$ cat config.mk
export PLATFORM = sky130hd
export DESIGN_NAME = s27_scan_array
export DESIGN_NICKNAME = d
export VERILOG_FILES = /design/src/rtl/s27_scan_array.sv
export SDC_FILE = /design/constraint.sdc
export NUM_CORES = 1
export LEC_CHECK = 0
export CORE_MARGIN = 4
export CORE_UTILIZATION = 47
export CTS_BUF_LIST = sky130_fd_sc_hd__clkbuf_16
export DETAILED_ROUTE_END_ITERATION = 12
export GPL_TIMING_DRIVEN = 0
export PLACE_DENSITY = 0.9
export SLEW_MARGIN = 15
export SYNTH_ARGS = -nofsm -noshare
export SYNTH_HDL_FRONTEND = slang
export SYNTH_SLANG_ARGS = --single-unit
$ cat constraint.sdc
create_clock -name CLK -period 2.9 [get_ports CLK]
set_input_delay 0.435 -clock CLK [delete_from_list [all_inputs] [get_ports CLK]]
set_output_delay 0.435 -clock CLK [all_outputs]
set_load 0.05 [all_outputs]
$ cat src/rtl/s27_scan_array.sv
// Array of N_CH s27 benchmark channels whose 3*N_CH state flops form one scan chain,
// with a shift -> launch -> capture controller for launch-on-capture delay-test runs.
// Latency: DONE rises 3*N_CH+2 edges after START is sampled; no backpressure (START ignored when not IDLE).
//
// Ports:
//   CLK, RSTN        rising-edge clock, asynchronous active-low reset
//   G0..G3 [N_CH]    per-channel primary inputs (bit c = channel c)
//   FREEZE           holds the flops while the controller is IDLE
//   START            requests one shift/launch/capture sequence (sampled in IDLE only)
//   SI / SO          scan-in / scan-out (SO = last chain flop)
//   G17 [N_CH]       per-channel combinational output
//   STATE_Q [3*N_CH] flop readback: [3c]=G5, [3c+1]=G6, [3c+2]=G7 of channel c
//   BUSY, DONE       sequence in progress / one-cycle completion pulse
//   MISR_SIG [16]    capture signature; only built when S27_SCAN_ARRAY_MISR_EN is defined, else 0
module s27_scan_array #(
    parameter int N_CH  = 4,
    parameter int CNT_W = 6
) (
    input  logic                CLK,
    input  logic                RSTN,
    input  logic [N_CH-1:0]     G0,
    input  logic [N_CH-1:0]     G1,
    input  logic [N_CH-1:0]     G2,
    input  logic [N_CH-1:0]     G3,
    input  logic                FREEZE,
    input  logic                START,
    input  logic                SI,
    output logic [N_CH-1:0]     G17,
    output logic                SO,
    output logic [3*N_CH-1:0]   STATE_Q,
    output logic                BUSY,
    output logic                DONE,
    output logic [15:0]         MISR_SIG
);

    localparam int CHAIN_LEN = 3 * N_CH;

    typedef enum logic [2:0] {
        ST_IDLE,
        ST_SHIFT,
        ST_LAUNCH,
        ST_CAPTURE,
        ST_DONE
    } state_t;

    state_t                 fsm_q, fsm_d;
    logic [CNT_W-1:0]       cnt_q, cnt_d;
    logic [CHAIN_LEN-1:0]   flops_q, flops_d;
    logic [CHAIN_LEN-1:0]   func_nxt;

    // Per-channel s27 gate network, evaluated bitwise across all channels.
    logic [N_CH-1:0] g5, g6, g7, g8, g9, g10, g11, g12, g13, g14, g15, g16;

    always_comb begin
        g5 = '0;
        g6 = '0;
        g7 = '0;
        for (int c = 0; c < N_CH; c++) begin
            g5[c] = flops_q[3*c];
            g6[c] = flops_q[3*c+1];
            g7[c] = flops_q[3*c+2];
        end
    end

    assign g14 = ~G0;
    assign g12 = ~(G1 | g7);
    assign g13 = ~(G2 | g12);
    assign g8  = g14 & g6;
    assign g15 = g12 | g8;
    assign g16 = G3 | g8;
    assign g9  = ~(g16 & g15);
    assign g11 = ~(g5 | g9);
    assign g10 = ~(g14 | g11);
    assign G17 = ~g11;

    always_comb begin
        func_nxt = '0;
        for (int c = 0; c < N_CH; c++) begin
            func_nxt[3*c]   = g10[c];
            func_nxt[3*c+1] = g11[c];
            func_nxt[3*c+2] = g13[c];
        end
    end

    // Controller and flop next-state. The START-accepting edge leaves the
    // flops untouched so the chain starts shifting from the IDLE contents.
    always_comb begin
        fsm_d   = fsm_q;
        cnt_d   = cnt_q;
        flops_d = flops_q;
        unique case (fsm_q)
            ST_IDLE: begin
                if (START) begin
                    fsm_d = ST_SHIFT;
                    cnt_d = CNT_W'(CHAIN_LEN - 1);
                end else if (!FREEZE) begin
                    flops_d = func_nxt;
                end
            end
            ST_SHIFT: begin
                flops_d = {flops_q[CHAIN_LEN-2:0], SI};
                if (cnt_q == '0) begin
                    fsm_d = ST_LAUNCH;
                end else begin
                    cnt_d = cnt_q - 1'b1;
                end
            end
            ST_LAUNCH: begin
                flops_d = func_nxt;
                fsm_d   = ST_CAPTURE;
            end
            ST_CAPTURE: begin
                flops_d = func_nxt;
                fsm_d   = ST_DONE;
            end
            ST_DONE: begin
                fsm_d = ST_IDLE;
            end
            default: begin
                fsm_d = ST_IDLE;
            end
        endcase
    end

    always_ff @(posedge CLK or negedge RSTN) begin
        if (!RSTN) begin
            fsm_q   <= ST_IDLE;
            cnt_q   <= '0;
            flops_q <= '0;
        end else begin
            fsm_q   <= fsm_d;
            cnt_q   <= cnt_d;
            flops_q <= flops_d;
        end
    end

    assign STATE_Q = flops_q;
    assign SO      = flops_q[CHAIN_LEN-1];
    assign BUSY    = (fsm_q == ST_SHIFT) || (fsm_q == ST_LAUNCH) || (fsm_q == ST_CAPTURE);
    assign DONE    = (fsm_q == ST_DONE);

`ifdef S27_SCAN_ARRAY_MISR_EN
    logic [15:0] misr_q, misr_d;
    logic [15:0] g17_ext;

    always_comb begin
        g17_ext = '0;
        g17_ext[N_CH-1:0] = G17;
    end

    // Signature folds the capture-cycle outputs; a fresh sequence starts from zero.
    always_comb begin
        misr_d = misr_q;
        if (fsm_q == ST_IDLE && START) begin
            misr_d = '0;
        end else if (fsm_q == ST_CAPTURE) begin
            misr_d = {misr_q[14:0], 1'b0} ^ (misr_q[15] ? 16'h002D : 16'h0000) ^ g17_ext;
        end
    end

    always_ff @(posedge CLK or negedge RSTN) begin
        if (!RSTN) begin
            misr_q <= '0;
        end else begin
            misr_q <= misr_d;
        end
    end

    assign MISR_SIG = misr_q;
`else
    assign MISR_SIG = 16'h0000;
`endif

endmodule

==> results.cfg <==
[run_status]
status = finished clean

[detailed_routing]
top_layer_used = met4
via_per_inst = 5.247
via_count = 1359
route.detailed.drc = 0
drt-met1-wl_um = 1591
drt_iter0_drc = 80
routed-wl-met3_um = 274
wl_met2_um = 1731
wirelength_um = 3670
drt_pass1_iterations = 4
drtAntennaViolNets = 0
wire_per_inst_um = 14.17

[synth]
synth.distinct_cells = 40
postSynthAreaPerCell_sq_um = 9.364
yosysSeqAreaShare_pct = 35.74
synthArstFlopShare_pct = 100.0
ys_warn_count = 0
yosysMostFrequentCell = dfrtp_1
syn_inst = 157
ys_ff_latch = 21
synth_top_area_cell = dfrtp_1
synthTopCellsByCount = dfrtp_1, buf_4, inv_1
ys.flop_type = dfrtp_1
synth_edf_count = 0
synth_top_area_share_pct = 35.74
ys_top_cells_by_area = dfrtp_1, buf_4, a221oi_1, inv_1, nor2_1
syn-cell-area_sq_um = 1470

[timing]
post-route-min-period_ps = 2818
finalSetupViolCount = 0
fmax_mhz = 354.8
slew_headroom_pct = 34.12
worstMarginPinSlew_ps = 974.4
setup-tns-final_ps = 0
post-route-period-util_pct = 97.19
clock_skew_ps = 1.623
maxSlewViolCount = 0
holdWs_ps = 527.6
rsz0062_at_grt = false
layout_setup_ws_ps = 81.53
final_hold_viol_count = 0

[layout]
regArea_sq_um = 525.5
nets = 239
syn_to_final_growth_pct = 39.49
multi_input_area_sq_um = 753.2
fillers = 250
drive_above_1_share_pct = 14.42
antennaDiodeCount = 0
fin_cells = 259

[pwr]
p_leak_uw = 0.0009188
peakVddDrop_v = 0.0006055
power.density_nw_per_um2 = 1199
p_total_uw = 2458

[die]
die_w_um = 63.93
start_util_pct = 48.55
dieArea_sq_um = 4087
rows = 20
boundaryPins = 56
coreArea_sq_um = 3028
die_h_um = 63.93

[worst_setup_path]
crit_chain = buf_4 -> nor2_1 -> clkbuf_1 -> nor2_1 -> clkdlybuf4s50_1
crit_top_cell = nor2_1
cp_slowest_cell = clkdlybuf4s50_1
worst_setup_path_start_kind = flip-flop
crit_path_end_kind = output port
worstPathMaxFanout = 10
crit_type = flip-flop to output port
crit_required_ps = 2470
cp_data_arrival_time_ps = 2380
crit_buf_inv = 3
cp_top_family = buffers and inverters
critical_path.max_stage_delay_ps = 710
reg2reg_from = fsm_q[0]
cp-startpoint = fsm_q[0]

[hold_path]
hp-start = cnt_q[0]
min_path_type = flip-flop to flip-flop

[grt]
grt_pass1_wl_um = 5982
grt_max_degree = 22
grt-ovfl-total = 0
track_usage_pct = 18.73
antenna_found_initial = 0
grt_pass1_vias = 1307

[placed_design]
gp_congestion = 0.8304
placed_cells_incl_taps = 255
io_buffer_count = 39
place_ws_ps = 186.3
dp_hpwl_um = 2770

[clock_tree]
cts_buffer_depth = 2
clockRootBuffer = clkbuf_16
clock_latency_ps = 260
cts_buffers = 3
clock-sinks = 21
htreeDepth = 1
cts.clk_slew.worst_paths_ps = 60
cts_tree = yes
cts_setup_buffers = 0

[flow_run]
cap_violations = 0
-- state kept, by name (all words and copies together), names as in the netlist --
signal   flops
STATE_Q     12
cnt_q        6
fsm_q        3
-- layer usage --
| metal | vias up | GRT usage, % |
|---|---|---|
| li1 | 656 | - |
| met5 | - | 0 |
| met4 | 0 | 9.164 |
| met3 | 8 | 4.218 |
| met1 | 632 | 22.58 |
| met2 | 63 | 31.23 |
-- logic make-up (layout without fill, tap and decap cells) --
group / Yosys count / count (layout) / share of synthesized area (%)
XOR/XNOR: 2 / 2 / 1.192
flip-flops: 21 / 21 / 35.74
multiplexers: 3 / 3 / 2.043
adder cells (fa/ha/maj): 2 / 2 / 1.702
AO/OA/AOI/OAI: 44 / 44 / 24.51
buffers and inverters: 41 / 84 / 16.85
other: 1 / 16 / 0.2551
AND/OR/NAND/NOR: 43 / 43 / 17.70
-- stage by stage --
step,utilization [%],area (sq um)
after floorplan,-,1526
after global placement,65.12,1972
after detailed placement,65.12,1972
after CTS,67.73,2051
after global routing,67.73,2051
final,67.73,2051
-- placed cells by master, fill, tap and decap left out, types with 2 or more instances in the layout --
master	netlist	routed
clkdlybuf4s50_1	0	38
dfrtp_1	21	21
buf_4	18	18
conb_1	1	16
inv_1	13	13
nor2_1	12	12
a221oi_1	11	11
nor3b_1	6	6
clkbuf_1	6	6
o21ai_0	5	5
and2_1	5	5
a2bb2oi_1	5	5
nor2b_1	4	4
a22oi_1	4	4
o32a_1	4	4
a211o_1	3	3
o211ai_1	3	3
nor3_1	3	3
mux2i_1	3	3
nand3b_1	3	3
clkbuf_16	0	3
buf_6	2	2
nor4b_1	2	2
a21oi_1	2	2
a21o_2	2	2
xnor2_1	2	2
ha_1	2	2
-- timing repair --
| item | CTS | global route |
|---|---|---|
| hold buffers | 0 | 0 |
| endpoints found under the setup margin | 1 | 0 |
| resized for setup | 1 | 0 |
-- worst reg2reg max path: stages (launching register included) --
cell and delay [ps]:
dfrtp_1 370, buf_4 160, nor4b_1 850, mux2i_1 180
o2bb2ai_1 180
-- power breakdown --
part           leakage, uW  switching, uW  internal [uW]
combinational     0.000626            937            646
clock            0.0000409            107            185
sequential        0.000252            144            439
total             0.000919           1190           1270
-- final cells by class --
cell class                 count  area share (%)
clock inverter                 1          0.2441
timing repair buffer          39           18.97
clock buffer                   3           3.661
multi-input combinational    110           36.73
sequential                    21           25.63
tap                           44           2.685
buffer                        28           9.701
inverter                      13           2.379
-- path summary, 6_finish.rpt --
| kind | endpoint | slack (ps) | cells after the start |
|---|---|---|---|
| worst max-delay path | BUSY | 80 | 5 |
| worst min-delay path | cnt_q[0] | 530 | 1 |
| worst max register to register | cnt_q[2] | 1050 | 4 |
| worst min register to register | cnt_q[0] | 530 | 1 |
| max in group asynchronous | fsm_q[0] | 1630 | 1 |
| min in group asynchronous | cnt_q[0] | 700 | 1 |
(Power assumes the default switching activity.)
